===== config.mk =====
export PLATFORM = sky130hd
export DESIGN_NAME = ctrl_pipeline
export DESIGN_NICKNAME = d
export VERILOG_FILES = /design/src/rtl/ctrl_pipeline.sv
export SDC_FILE = /design/constraint.sdc
export NUM_CORES = 1
export LEC_CHECK = 0
export CAP_MARGIN = 20
export CORE_ASPECT_RATIO = 1.75
export CORE_MARGIN = 3
export CORE_UTILIZATION = 28
export DETAILED_ROUTE_END_ITERATION = 10
export GPL_TIMING_DRIVEN = 0
export PLACE_DENSITY_LB_ADDON = 0.2
export SETUP_SLACK_MARGIN = 0.4
export SYNTH_ARGS = -nofsm -noshare
export SYNTH_HDL_FRONTEND = slang
export SYNTH_SLANG_ARGS = --single-unit

===== constraint.sdc =====
create_clock -name clk -period 2.9 [get_ports clk]
set_input_delay 0.87 -clock clk [delete_from_list [all_inputs] [get_ports clk]]
set_output_delay 0.87 -clock clk [all_outputs]
set_load 0.005 [all_outputs]

===== src/rtl/ctrl_pipeline.sv =====
// Control-signal carrier for the EX/MEM/WB stages of the 5-stage MIPS_32 core,
// with load-use stall, branch flush and operand forwarding selects.
module ctrl_pipeline #(
  parameter int REG_W  = 5,
  parameter int ALUC_W = 3
) (
  input  logic              clk,
  input  logic              rst,
  input  logic              id_valid,
  input  logic              regWrite,
  input  logic              regDest,
  input  logic              aluSrc,
  input  logic              branch,
  input  logic              memWrite,
  input  logic              memtoReg,
  input  logic [ALUC_W-1:0] aluControl,
  input  logic [REG_W-1:0]  id_rs,
  input  logic [REG_W-1:0]  id_rt,
  input  logic [REG_W-1:0]  id_rd,
  input  logic              ex_zero,
  output logic              ex_regWrite,
  output logic              ex_aluSrc,
  output logic              ex_branch,
  output logic              ex_memWrite,
  output logic              ex_memtoReg,
  output logic [ALUC_W-1:0] ex_aluControl,
  output logic [REG_W-1:0]  ex_rs,
  output logic [REG_W-1:0]  ex_rt,
  output logic [REG_W-1:0]  ex_writeReg,
  output logic              mem_regWrite,
  output logic              mem_memWrite,
  output logic              mem_memtoReg,
  output logic [REG_W-1:0]  mem_writeReg,
  output logic              wb_regWrite,
  output logic              wb_memtoReg,
  output logic [REG_W-1:0]  wb_writeReg,
  output logic              stall,
  output logic              flush,
  output logic [1:0]        fwdA,
  output logic [1:0]        fwdB
);

  logic              ex_valid_q, ex_valid_d;
  logic              ex_regWrite_q, ex_regWrite_d, ex_aluSrc_q, ex_aluSrc_d;
  logic              ex_branch_q, ex_branch_d, ex_memWrite_q, ex_memWrite_d;
  logic              ex_memtoReg_q, ex_memtoReg_d;
  logic [ALUC_W-1:0] ex_aluControl_q, ex_aluControl_d;
  logic [REG_W-1:0]  ex_rs_q, ex_rs_d, ex_rt_q, ex_rt_d, ex_writeReg_q, ex_writeReg_d;
  logic              mem_valid_q, mem_valid_d;
  logic              mem_regWrite_q, mem_regWrite_d, mem_memWrite_q, mem_memWrite_d;
  logic              mem_memtoReg_q, mem_memtoReg_d;
  logic [REG_W-1:0]  mem_writeReg_q, mem_writeReg_d;
  logic              wb_valid_q, wb_valid_d;
  logic              wb_regWrite_q, wb_regWrite_d, wb_memtoReg_q, wb_memtoReg_d;
  logic [REG_W-1:0]  wb_writeReg_q, wb_writeReg_d;
  logic              load_use, ex_bubble;

  // Bank outputs are gated by their valid bit so a bubble never leaks controls.
  assign ex_regWrite   = ex_valid_q & ex_regWrite_q;
  assign ex_aluSrc     = ex_valid_q & ex_aluSrc_q;
  assign ex_branch     = ex_valid_q & ex_branch_q;
  assign ex_memWrite   = ex_valid_q & ex_memWrite_q;
  assign ex_memtoReg   = ex_valid_q & ex_memtoReg_q;
  assign ex_aluControl = ex_valid_q ? ex_aluControl_q : '0;
  assign ex_rs         = ex_valid_q ? ex_rs_q : '0;
  assign ex_rt         = ex_valid_q ? ex_rt_q : '0;
  assign ex_writeReg   = ex_valid_q ? ex_writeReg_q : '0;
  assign mem_regWrite  = mem_valid_q & mem_regWrite_q;
  assign mem_memWrite  = mem_valid_q & mem_memWrite_q;
  assign mem_memtoReg  = mem_valid_q & mem_memtoReg_q;
  assign mem_writeReg  = mem_valid_q ? mem_writeReg_q : '0;
  assign wb_regWrite   = wb_valid_q & wb_regWrite_q;
  assign wb_memtoReg   = wb_valid_q & wb_memtoReg_q;
  assign wb_writeReg   = wb_valid_q ? wb_writeReg_q : '0;

  // Hazard detection: flush wins, since the ID instruction is discarded anyway.
  assign load_use = ex_memtoReg & ex_regWrite & (ex_writeReg != '0) & id_valid &
                    ((ex_writeReg == id_rs) | (ex_writeReg == id_rt));
  assign flush     = ex_branch & ex_zero;
  assign stall     = load_use & ~flush;
  assign ex_bubble = flush | load_use | ~id_valid;

  // MEM beats WB because it holds the younger result.
  assign fwdA = (mem_regWrite && mem_writeReg != '0 && mem_writeReg == ex_rs) ? 2'b10 :
                (wb_regWrite  && wb_writeReg  != '0 && wb_writeReg  == ex_rs) ? 2'b01 : 2'b00;
  assign fwdB = (mem_regWrite && mem_writeReg != '0 && mem_writeReg == ex_rt) ? 2'b10 :
                (wb_regWrite  && wb_writeReg  != '0 && wb_writeReg  == ex_rt) ? 2'b01 : 2'b00;

  always_comb begin
    ex_valid_d      = 1'b0;
    ex_regWrite_d   = 1'b0;
    ex_aluSrc_d     = 1'b0;
    ex_branch_d     = 1'b0;
    ex_memWrite_d   = 1'b0;
    ex_memtoReg_d   = 1'b0;
    ex_aluControl_d = '0;
    ex_rs_d         = '0;
    ex_rt_d         = '0;
    ex_writeReg_d   = '0;
    // ID -> EX
    if (!ex_bubble) begin
      ex_valid_d      = 1'b1;
      ex_regWrite_d   = regWrite;
      ex_aluSrc_d     = aluSrc;
      ex_branch_d     = branch;
      ex_memWrite_d   = memWrite;
      ex_memtoReg_d   = memtoReg;
      ex_aluControl_d = aluControl;
      ex_rs_d         = id_rs;
      ex_rt_d         = id_rt;
      ex_writeReg_d   = regDest ? id_rd : id_rt;
    end
    // EX -> MEM
    mem_valid_d    = ex_valid_q;
    mem_regWrite_d = ex_regWrite;
    mem_memWrite_d = ex_memWrite;
    mem_memtoReg_d = ex_memtoReg;
    mem_writeReg_d = ex_writeReg;
    // MEM -> WB
    wb_valid_d     = mem_valid_q;
    wb_regWrite_d  = mem_regWrite;
    wb_memtoReg_d  = mem_memtoReg;
    wb_writeReg_d  = mem_writeReg;
  end

  always_ff @(posedge clk) begin
    if (rst) begin
      ex_valid_q      <= 1'b0;
      ex_regWrite_q   <= 1'b0;
      ex_aluSrc_q     <= 1'b0;
      ex_branch_q     <= 1'b0;
      ex_memWrite_q   <= 1'b0;
      ex_memtoReg_q   <= 1'b0;
      ex_aluControl_q <= '0;
      ex_rs_q         <= '0;
      ex_rt_q         <= '0;
      ex_writeReg_q   <= '0;
      mem_valid_q     <= 1'b0;
      mem_regWrite_q  <= 1'b0;
      mem_memWrite_q  <= 1'b0;
      mem_memtoReg_q  <= 1'b0;
      mem_writeReg_q  <= '0;
      wb_valid_q      <= 1'b0;
      wb_regWrite_q   <= 1'b0;
      wb_memtoReg_q   <= 1'b0;
      wb_writeReg_q   <= '0;
    end else begin
      ex_valid_q      <= ex_valid_d;
      ex_regWrite_q   <= ex_regWrite_d;
      ex_aluSrc_q     <= ex_aluSrc_d;
      ex_branch_q     <= ex_branch_d;
      ex_memWrite_q   <= ex_memWrite_d;
      ex_memtoReg_q   <= ex_memtoReg_d;
      ex_aluControl_q <= ex_aluControl_d;
      ex_rs_q         <= ex_rs_d;
      ex_rt_q         <= ex_rt_d;
      ex_writeReg_q   <= ex_writeReg_d;
      mem_valid_q     <= mem_valid_d;
      mem_regWrite_q  <= mem_regWrite_d;
      mem_memWrite_q  <= mem_memWrite_d;
      mem_memtoReg_q  <= mem_memtoReg_d;
      mem_writeReg_q  <= mem_writeReg_d;
      wb_valid_q      <= wb_valid_d;
      wb_regWrite_q   <= wb_regWrite_d;
      wb_memtoReg_q   <= wb_memtoReg_d;
      wb_writeReg_q   <= wb_writeReg_d;
    end
  end

endmodule


==> After elaboration in Yosys (flattened, before gate mapping) <==
Index checks and enable logic that the tools add are counted.
{ "word_totals": {"ff_bits": 41, "in_bits": 28, "output_inout_bits": 44} }
{ "classes": {"eq_ne": 6, "mux": 12, "bitwise_logic": 21, "n_reduce_logical": 10} }
{ "ops": {"columns": ["operator", "n"], "rows": [
  ["$eq 5x5->1", 6],
  ["$mux 5", 6],
  ["$and 1x1->1", 16],
  ["$reduce_bool 5->1", 3],
  ["$logic_and 1x1->1", 6],
  ["$mux 2", 2],
  ["$mux 1", 3],
  ["$mux 3", 1],
  ["$or 1x1->1", 3],
  ["$not 1->1", 2],
  ["$reduce_or 2->1", 1]
]} }

==> Logic depth before layout (Yosys ltp) <==
Gate-level depths: netlist (run 1).
{ "depth": {"ltp_word": 8, "mapped_depth": 8, "mapped_depth_nobuf": 5} }

==> Least setup slack after synthesis (run 1) <==
OpenSTA, ideal clock, no wires.
{ "synth_path": {"kind": "input-to-output", "from": "input port id_rs[0]", "to": "output port stall", "t_arrival_ps": 2055, "slack_ps": -25, "path_stages": 5, "n_path_buf": 0, "path_cell_list": "nor4_1 -> a31oi_1 -> or4_1 -> o22ai_4 -> and2_1"} }
{ "synth_between": {"elab_chain_cells": 4} }
{ "synth_rtl": {"columns": ["element", "line", "text"], "rows": [
  ["start, declared", "17", "input logic [REG_W-1:0] id_rs,"],
  ["$eq 5x5->1", "78", "((ex_writeReg == id_rs) | (ex_writeReg == id_rt));"],
  ["$or 1x1->1", "78", null],
  ["$and 1x1->1", "77", "assign load_use = ex_memtoReg & ex_regWrite & (ex_writeReg != '0) & id_valid &"],
  ["$and 1x1->1", "80", "assign stall = load_use & ~flush;"],
  ["end, declared", "37", "output logic stall,"]
]} }
No other way between the ends.

==> Worst setup path after layout (run 1) <==
{ "layout_path": {"from": "input port id_rt[2]", "to": "output port stall"} }
{ "layout_between": {"elab_chain_cells": 4} }
{ "layout_rtl": {"columns": ["element", "line", "text"], "rows": [
  ["start, declared", "18", "input logic [REG_W-1:0] id_rt,"],
  ["$eq 5x5->1", "78", null],
  ["$or 1x1->1", "78", null],
  ["$and 1x1->1", "77", null],
  ["$and 1x1->1", "80", null]
]} }
No other way between the ends.

==> results of run 1 <==
## synth_stat cells, types with 2 or more instances
library cell	count
a21oi_1	2
a31o_1	2
a31oi_1	6
a32oi_1	6
and2_1	53
buf_4	2
clkbuf_1	11
dfxtp_1	41
inv_1	11
mux2i_1	5
nand2_1	14
nand2b_1	4
nand3_1	9
nand3b_1	4
nor2_1	10
nor2b_1	3
nor3_1	5
nor3_2	10
nor4_1	3
nor4b_1	2
nor4bb_1	6
o21ai_0	19
o22ai_1	6
or4_1	4
xnor2_1	11
xor2_1	4
## registers in the layout, summed over array words and instances (netlist names), 3 cells and up
| signal | count |
|---|---|
| ex_aluControl_q | 3 |
| mem_writeReg_q | 5 |
| wb_writeReg_q | 5 |
| ex_rs_q | 5 |
| ex_writeReg_q | 5 |
| ex_rt_q | 5 |
## cell families after synthesis
group	Yosys count	synth area share
AND/OR/NAND/NOR	128	0.3647
AO/OA/AOI/OAI	44	0.1285
flip-flops	41	0.3715
buffers and inverters	27	0.05322
XOR/XNOR	15	0.05945
multiplexers	5	0.02265
## report_power, final
part	internal, W	leakage [nW]	switching, W	total (W)
Combinational	0.000102	1.09	0.0000746	0.000177
Sequential	0.000580	0.338	0.0000211	0.000601
Clock	0.000430	0.0841	0.000210	0.000639
Total	0.00111	1.51	0.000305	0.00142
## repair_timing
action / in CTS / in global routing
pin swaps: 20 / 11
gates resized for setup: 164 / 38
cloned: 2 / 0
endpoints found under the setup margin: 55 / 32
buffers inserted: 11 / 1
## cell type report
type / instances / area, µm² / area share
sequential: 41 / 832.0 / 0.2325
buffer: 16 / 186.4 / 0.05210
clock buffer: 7 / 142.6 / 0.03986
tap: 88 / 110.1 / 0.03077
inverter: 11 / 41.29 / 0.01154
timing repair buffer: 84 / 772.0 / 0.2157
multi-input combinational: 192 / 1464 / 0.4091
clock inverter: 1 / 30.03 / 0.008392
## worst reg2reg max path, cell delays in order (launching register included)
cell and delay [ns]:
dfxtp_1 0.48, or4_1 0.20, o2111ai_2 0.13, or4b_4 0.53
o22ai_4 0.22, buf_4 0.19, buf_4 0.18, nor2_1 0.06
## how the worst max path moves through the flow
stage,to,slack (ns),depth (start not counted)
4_1_cts,stall,-0.19,7
5_1_grt,stall,-0.22,7
3_5_place_dp,stall,-1.06,7
3_3_place_gp,stall,-1.05,6
6_report,stall,-0.18,7
2_1_floorplan,stall,0.07,5
## per-layer routing
layer,GRT usage,wire (µm)
met1,0.1411,2191
met2,0.3083,3963
met3,0.02441,279
met4,0.07506,258
met5,0,0
## metrics by stage
| step | setup TNS, ns | setup slack, ns | hold WS [ns] | std cells | util |
|---|---|---|---|---|---|
| global route | -0.2171 | -0.2171 | 0.4684 | 440 | 0.4696 |
| CTS | -0.1862 | -0.1862 | 0.4475 | 439 | 0.4652 |
| detailed placement | -5.888 | -1.058 | 0.4340 | 418 | 0.3987 |
| finish | -0.1799 | -0.1799 | 0.4450 | 440 | 0.4696 |
| global placement | -5.621 | -1.055 | 0.4301 | 418 | 0.3987 |
| floorplan | 0 | 0.07161 | 0.4209 | 260 | - |
==> reports/results.tsv, run 1 <==
stage	metric	value	unit
outcome	status	finished, violations left	
outcome	violated checks	negative setup slack	
drt	final wirelength	6.692	mm
sta	fmax	324.7	MHz
pwr	VDD IR max	224.7	µV
hold_path	Hold EP	wb_memtoReg_q$_SDFF_PP0_	
critical_path	delay-heaviest family, CP	simple AND/OR/NAND/NOR gates	
synth	sequential area share after synthesis	0.3715	
synth	post-synthesis cell type count	33	
pwr	Power, Total	0.001417	W
critical_path	CP arrival	2.21	ns
layout	Layout area overhead	61.95	%
hold_path	HP Class	reg -> reg	
layout	share of layout cells above drive strength 1	0.3125	
clocking	Clock Latency Late Sink	0.28	ns
synth	Post-synth EDFFs	0	
critical_path	Crit path largest cell delay	0.56	ns
drt	DR iter-0 viols	79	
clocking	CTS H-tree depth	2	
drt	antenna-violating nets left	0	
synth	number of synthesized register bits	41	
clocking	clk slew on worst S/H paths	0.06	ns
critical_path	startpoint of the worst register-to-register path	ex_writeReg_q[3]$_SDFF_PP0_	
synth	Ys Warns	0	
global_routing	All-Layer GR Usage	0.1535	
critical_path	crit path capture type	output pin	
critical_path	r2r setup slk	0.81	ns
critical_path	crit path from	id_rt[2]	
floorplanning	Core Rows	42	
clocking	Root Buffer	clkbuf_16	
floorplanning	total core area	7620	µm²
sta	Final Skew	0.003859	ns
sta	final worst path period need	3.080	ns
synth	Yosys top cell by area	dfxtp_1	
sta	final worst setup slack	-0.1799	ns
synth	Mapped Area	2210	µm²
clocking	buffer levels on the longest clock path	2	
layout	design area	3578	µm²
critical_path	Max FO, Critical Path	4	
pwr	Lkg Pwr	1.510	nW
placement	Post-DP HPWL	5.003	mm
synth	Mapped Avg Cell Area	8.499	µm²
floorplanning	Top Ports	72	
sta	RSZ-0062 raised after global routing	true	
flow_run	max_cap viols	0	
sta	count of pins over their slew limit	0	
critical_path	crit path launch type	primary input	
layout	NumNets Final	379	
drt	Avg Vias per Cell	4.877	
layout	most common cell after layout, fill and taps aside	and2_1	
clocking	TritonCTS clock tree	yes	
hold_path	worst hold stages	1	
sta	final worst path period share	1.062	
placement	Port Buffer Count	70	
drt	routed len/inst	15.21	µm
critical_path	slowest stage cell, crit path	or4b_4	
layout	Diodes inserted	0	
drt	via count	2146	
hold_path	hold_sp	mem_memtoReg_q$_SDFF_PP0_	
synth	Synth top area share	0.3715	
synth	ys async rst share	0	
synth	Most used DFF post-synth	dfxtp_1	
floorplanning	Starting Density	0.2900	
critical_path	CP cell instances	buf_8 > nor3_4 > a31oi_1 > or4b_4 > o22ai_4 > and2_4 > buf_6	
sta	slew at the pin closest to its max-slew limit	0.4797	ns
placement	DP Area	3038	µm²
floorplanning	Die Y-Extent	123.5	µm
critical_path	WS Path Type	in -> out	
global_routing	first-pass GRT wire length	10.57	mm
synth	cell count after synthesis	260	
drt	first-pass detailed-route iteration total	4	
critical_path	RR Endpoint	ex_valid_q$_SDFF_PP0_	
layout	most frequent cells in the layout	and2_1, dfxtp_1, clkdlybuf4s50_1, o21ai_0, nand2_1	
global_routing	largest net degree at the start of global routing	13	
sta	Max-slew headroom	0.6795	
critical_path	WP data required	2.03	ns
critical_path	WP buf/inv	2	
sta	final hold viol count	0	
clocking	clk sink count	41	
layout	Layout fillers	735	
floorplanning	Die Outline Area	9035	µm²
global_routing	grt ovf	0	
global_routing	vias in the first global route	2130	
placement	placer congestion estimate	0.8425	
critical_path	Reg2Reg Depth	7	
drt	DRC errors left	0	
synth	Synth area leaders	dfxtp_1, and2_1, nor3_2, xnor2_1, o21ai_0	
synth	Syn Nets	288	
clocking	cts bufs inserted	5	
floorplanning	die boundary width	73.15	µm
pwr	pwr dens	396.1	nW/µm²
sta	number of setup violations in the final report	1	
global_routing	initial antenna violation count	0	
clocking	hold buffers post-CTS	0	
(Power assumes the default switching activity.)
==> run 2: changes to the inputs <==
==> constraint.sdc (replaced) <==
create_clock -name clk -period 2.8 [get_ports clk]
set_input_delay 0.84 -clock clk [delete_from_list [all_inputs] [get_ports clk]]
set_output_delay 0.84 -clock clk [all_outputs]
set_load 0.005 [all_outputs]
==> run 2 against run 1 <==
Against the previous run: global-route usage fell by 0.59 points; critical path type unchanged; power rose by 4.2%; non-clock buffer count shrank 1; the flow still finishes with violations (negative setup slack); cell area grew 3.2%; routed wire length decreased by 2.5%; worst setup slack got worse by 0.030 ns; cell count is 0.23% lower; combinational power rose by 8%; first-iteration DRC count rose by 5.1%; via count is 1.2% lower; critical path depth stayed put; clock power increased by 3.6%.
==> reports/results.tsv, run 2 (synthesis results as in run 1) <==
stage	metric	value	unit
floorplanning	Core Rows	42	
global_routing	GR peak layer	met2	
floorplanning	Top Ports	72	
critical_path	Reg2Reg Depth	7	
layout	most frequent cells in the layout	and2_1, dfxtp_1, clkdlybuf4s50_1, buf_6, and2_4	
placement	Post-DP HPWL	5.003	mm
critical_path	crit path launch type	primary input	
drt	first-pass detailed-route iteration total	4	
pwr	Lkg Pwr	1.550	nW
layout	final core occ	0.4846	
floorplanning	die boundary width	73.15	µm
critical_path	crit path capture type	output pin	
layout	share of layout cells above drive strength 1	0.3618	
sta	count of pins over their slew limit	0	
sta	final worst setup slack	-0.2094	ns
layout	Layout area overhead	67.10	%
placement	placer congestion estimate	0.8425	
pwr	net switching power	0.0003185	W
critical_path	CP arrival	2.17	ns
layout	most common cell after layout, fill and taps aside	and2_1	
outcome	status	finished, violations left	
drt	antenna-violating nets left	0	
floorplanning	Die Outline Area	9035	µm²
layout	Diodes inserted	0	
layout	NumNets Final	378	
global_routing	largest net degree at the start of global routing	13	
clocking	CTS H-tree depth	2	
critical_path	WP data required	1.96	ns
clocking	cts bufs inserted	5	
global_routing	grt ovf	0	
sta	number of setup violations in the final report	2	
global_routing	first-pass GRT wire length	10.18	mm
pwr	pwr dens	399.8	nW/µm²
drt	via count	2120	
placement	DP Area	3038	µm²
pwr	Clk pwr share	0.449	
global_routing	vias in the first global route	2112	
sta	slew at the pin closest to its max-slew limit	0.4924	ns
clocking	clk slew on worst S/H paths	0.06	ns
drt	Avg Vias per Cell	4.829	
floorplanning	Starting Density	0.2900	
drt	routed len/inst	14.87	µm
clocking	clk sink count	41	
global_routing	All-Layer GR Usage	0.1476	
pwr	internal power	0.001158	W
drt	DR iter-0 viols	83	
drt	final wirelength	6.527	mm
sta	hold slack	0.4448	ns
global_routing	GR Util met1	0.1347	
sta	final worst path period need	3.009	ns
critical_path	WS Path Type	in -> out	
hold_path	HP Class	reg -> reg	
layout	design area	3692	µm²
clocking	hold buffers post-CTS	0	
drt	DRC errors left	0	
pwr	VDD IR max	236.4	µV
clocking	TritonCTS clock tree	yes	
pwr	Sw Ratio	0.2157	
sta	RSZ-0062 raised after global routing	true	
clocking	Root Buffer	clkbuf_16	
sta	final hold viol count	0	
placement	placed cells	418	
global_routing	GRT met2 Usage	0.2960	
sta	Final Skew	0.003509	ns
critical_path	Max FO, Critical Path	4	
outcome	violated checks	negative setup slack	
floorplanning	total core area	7620	µm²
clocking	buffer levels on the longest clock path	2	
global_routing	met3 global-route usage	0.02116	
pwr	share of power burned in registers	0.422	
global_routing	initial antenna violation count	0	
sta	fmax	332.3	MHz
sta	Max-slew headroom	0.6711	
placement	dpl ws	-1.098	ns
placement	Port Buffer Count	70	
clocking	Clock Latency Late Sink	0.28	ns
flow_run	max_cap viols	0	
sta	final worst path period share	1.075	
hold_path	worst hold stages	1	
pwr	combinational group share of total power	0.129	
floorplanning	Die Y-Extent	123.5	µm
layout	post-route insts no fill	439	
## run 2: final timing paths
kind | from | endpoint | slack, ns
worst min-delay path | mem_memtoReg_q$_SDFF_PP0_ | wb_memtoReg_q$_SDFF_PP0_ | 0.44
worst max register to register | ex_writeReg_q[3]$_SDFF_PP0_ | ex_valid_q$_SDFF_PP0_ | 0.70
worst min register to register | mem_memtoReg_q$_SDFF_PP0_ | wb_memtoReg_q$_SDFF_PP0_ | 0.44
worst max-delay path | id_rt[0] | stall | -0.21
## run 2: power groups by stage
stage	registers, W	clock network [W]	logic (W)
2_1_floorplan	0.000626	0	0.0000719
3_3_place_gp	0.000632	0	0.000142
3_5_place_dp	0.000633	0	0.000143
4_1_cts	0.000621	0.000679	0.000173
5_1_grt	0.000626	0.000706	0.000207
6_report	0.000624	0.000662	0.000191
## run 2: critical path, stage by stage
cell and delay, ns:
buf_8 0.10, nor3_4 0.14, a31oi_1 0.05, or4b_4 0.56, o22ai_4 0.22, and2_4 0.17
buf_6 0.08
## run 2: metrics by stage
stage	TNS, ns	total power [W]
after global placement	-6.683	0.0007743
after global routing	-0.4432	0.001538
after floorplan	0	0.0006975
final	-0.2115	0.001476
after detailed placement	-7.008	0.0007764
after CTS	-0.2262	0.001473
## run 2: area by class of cell
type,instances,area [µm²]
repair buffers,83,808.3
inverters,11,41.29
clock inverters,1,30.03
multi-input cells,192,1528
well taps,88,110.1
plain buffers,16,198.9
flip-flops and latches,41,833.3
fillers,721,3928
clock buffers,7,142.6
## run 2: routing by layer
| metal | routed length (µm) | share of wire |
|---|---|---|
| met1 | 2162 | 0.33 |
| met2 | 3977 | 0.61 |
| met3 | 233 | 0.036 |
| met4 | 155 | 0.024 |
| met5 | 0 | 0 |
## run 2: repair_timing
action / in CTS / in global routing
pin swaps: 18 / 15
setup endpoints to repair: 59 / 38
setup buffers: 8 / 5
resized for setup: 195 / 59
gates cloned: 0 / 0
==> run 3: changes to the inputs <==
--- a/config.mk
+++ b/config.mk
@@ -9,6 +9,7 @@
 export CORE_ASPECT_RATIO = 1.75
 export CORE_MARGIN = 3
 export CORE_UTILIZATION = 28
+export CTS_BUF_LIST = sky130_fd_sc_hd__clkbuf_8
 export DETAILED_ROUTE_END_ITERATION = 10
 export GPL_TIMING_DRIVEN = 0
 export PLACE_DENSITY_LB_ADDON = 0.2
==> run 3 against run 2 <==
Against the previous run: the run still ends with negative setup slack left; non-clock buffer count is 1 higher; global-route usage is 0.080 points higher; highest routed layer unchanged; cell count is 0.23% higher; flip-flop and latch count stayed put; sequential power hardly changed; core utilization is 0.54 points lower; count of clock-buffer cells in the layout is 1 lower; via count is 0.52% higher; register-to-register slack hardly changed; power is 12% lower; combinational power hardly changed; critical endpoint unchanged.
==> reports/results.tsv, run 3 (synthesis results as in run 1) <==
stage	metric	value	unit
placement	Post-DP HPWL	5.003	mm
sta	slew at the pin closest to its max-slew limit	0.4827	ns
global_routing	met3 global-route usage	0.02116	
sta	final worst path period need	3.011	ns
placement	DP Area	3038	µm²
sta	count of pins over their slew limit	0	
critical_path	crit path launch type	primary input	
layout	most frequent cells in the layout	and2_1, dfxtp_1, clkdlybuf4s50_1, buf_6, and2_4	
global_routing	largest net degree at the start of global routing	13	
floorplanning	total core area	7620	µm²
floorplanning	Die Outline Area	9035	µm²
pwr	combinational group share of total power	0.146	
critical_path	Reg2Reg Depth	7	
clocking	hold buffers post-CTS	0	
clocking	Root Buffer	clkbuf_8	
global_routing	All-Layer GR Usage	0.1484	
global_routing	GR peak layer	met2	
drt	routed len/inst	14.78	µm
critical_path	CP arrival	2.17	ns
clocking	buffer levels on the longest clock path	2	
floorplanning	Core Rows	42	
placement	Port Buffer Count	70	
pwr	VDD IR max	232.1	µV
sta	setup_tns	-0.2108	ns
sta	final hold viol count	0	
clocking	Clock Latency Late Sink	0.29	ns
floorplanning	Starting Density	0.2900	
pwr	share of power burned in registers	0.480	
flow_run	max_cap viols	0	
layout	Layout fillers	734	
layout	final core occ	0.4791	
layout	most common cell after layout, fill and taps aside	and2_1	
drt	final wirelength	6.505	mm
pwr	Sw Ratio	0.2311	
pwr	Clk pwr share	0.374	
critical_path	WP data required	1.96	ns
layout	share of layout cells above drive strength 1	0.3693	
clocking	clk slew on worst S/H paths	0.08	ns
floorplanning	die boundary width	73.15	µm
layout	Layout area overhead	65.23	%
drt	Avg Vias per Cell	4.843	
outcome	violated checks	negative setup slack	
placement	dpl ws	-1.098	ns
drt	first-pass detailed-route iteration total	4	
drt	via count	2131	
sta	fmax	332.1	MHz
pwr	internal power	0.0009973	W
sta	RSZ-0062 raised after global routing	true	
global_routing	grt ovf	0	
sta	Max-slew headroom	0.6776	
pwr	Lkg Pwr	1.543	nW
sta	final worst setup slack	-0.2108	ns
clocking	TritonCTS clock tree	yes	
sta	Final Skew	0.005435	ns
clocking	CTS H-tree depth	2	
outcome	status	finished, violations left	
placement	placer congestion estimate	0.8425	
pwr	net switching power	0.0002998	W
critical_path	WS Path Type	in -> out	
drt	DR iter-0 viols	97	
hold_path	worst hold stages	1	
global_routing	initial antenna violation count	0	
clocking	clk sink count	41	
critical_path	crit path capture type	output pin	
critical_path	Max FO, Critical Path	4	
pwr	pwr dens	355.3	nW/µm²
clocking	cts bufs inserted	5	
sta	number of setup violations in the final report	1	
drt	DRC errors left	0	
global_routing	first-pass GRT wire length	10.33	mm
layout	Diodes inserted	0	
layout	NumNets Final	379	
floorplanning	Top Ports	72	
global_routing	vias in the first global route	2088	
global_routing	GR Util met1	0.1386	
floorplanning	Die Y-Extent	123.5	µm
layout	design area	3651	µm²
drt	antenna-violating nets left	0	
sta	final worst path period share	1.075	
global_routing	GRT met2 Usage	0.3066	
hold_path	HP Class	reg -> reg	
==> run 3: changes by cell type in the layout (fill, tap and decap cells not counted), sizes merged <==
cell / before / now
clkdlybuf4s15: 4 / 2
dlygate4sd2: 5 / 8
buf: 48 / 47
inv: 11 / 12
==> run 3: critical path: stages <==
cell and delay, ns:
buf_8 0.10, nor3_4 0.14, a31oi_1 0.05, or4b_4 0.56, o22ai_4 0.22, and2_4 0.17
buf_6 0.08
==> run 3: timing repair <==
item                                    in CTS  in global routing
pin swaps                                   18                 19
setup buffers                               10                  4
endpoints found under the setup margin      59                 40
resized for setup                          201                 53
endpoints found under the hold margin        0                  0
==> run 3: layout make-up <==
class                      count  area [µm²]  area share
buffer                        16       202.7     0.05552
clock buffer                   6       82.58     0.02262
clock inverter                 2       33.78    0.009253
inverter                      11       41.29     0.01131
multi-input combinational    192        1533      0.4198
sequential                    41       837.1      0.2293
tap                           88       110.1     0.03016
timing repair buffer          84       810.8      0.2221
==> run 3: per-stage QoR <==
| stage | hold slack [ns] | total power, W | instances |
|---|---|---|---|
| 3_5_place_dp | 0.4340 | 0.0007764 | 418 |
| 4_1_cts | 0.4527 | 0.001296 | 436 |
| 6_report | 0.4484 | 0.001297 | 440 |
| 3_3_place_gp | 0.4301 | 0.0007743 | 418 |
| 5_1_grt | 0.4722 | 0.001359 | 440 |
| 2_1_floorplan | 0.4209 | 0.0006975 | 260 |
==> run 3: per-layer routing <==
| metal | vias to the layer above | wire length, µm |
|---|---|---|
| met5 | - | 0 |
| met2 | 44 | 4008 |
| met1 | 1000 | 2175 |
| li1 | 1081 | - |
| met4 | 0 | 95 |
| met3 | 6 | 225 |
==> run 3: power by group through the flow <==
stage | Sequential (W) | Clock [W] | Combinational, W
after floorplan | 0.000626 | 0 | 0.0000719
after global placement | 0.000632 | 0 | 0.000142
after detailed placement | 0.000633 | 0 | 0.000143
after CTS | 0.000621 | 0.000502 | 0.000173
after global routing | 0.000624 | 0.000529 | 0.000206
final | 0.000622 | 0.000486 | 0.000189
==> run 3: final timing paths <==
check	startpoint	endpoint	slack (ns)
worst max-delay path	id_rt[0]	stall	-0.21
worst min-delay path	mem_memtoReg_q$_SDFF_PP0_	wb_memtoReg_q$_SDFF_PP0_	0.45
worst max register to register	ex_writeReg_q[4]$_SDFF_PP0_	ex_valid_q$_SDFF_PP0_	0.71
worst min register to register	mem_memtoReg_q$_SDFF_PP0_	wb_memtoReg_q$_SDFF_PP0_	0.45
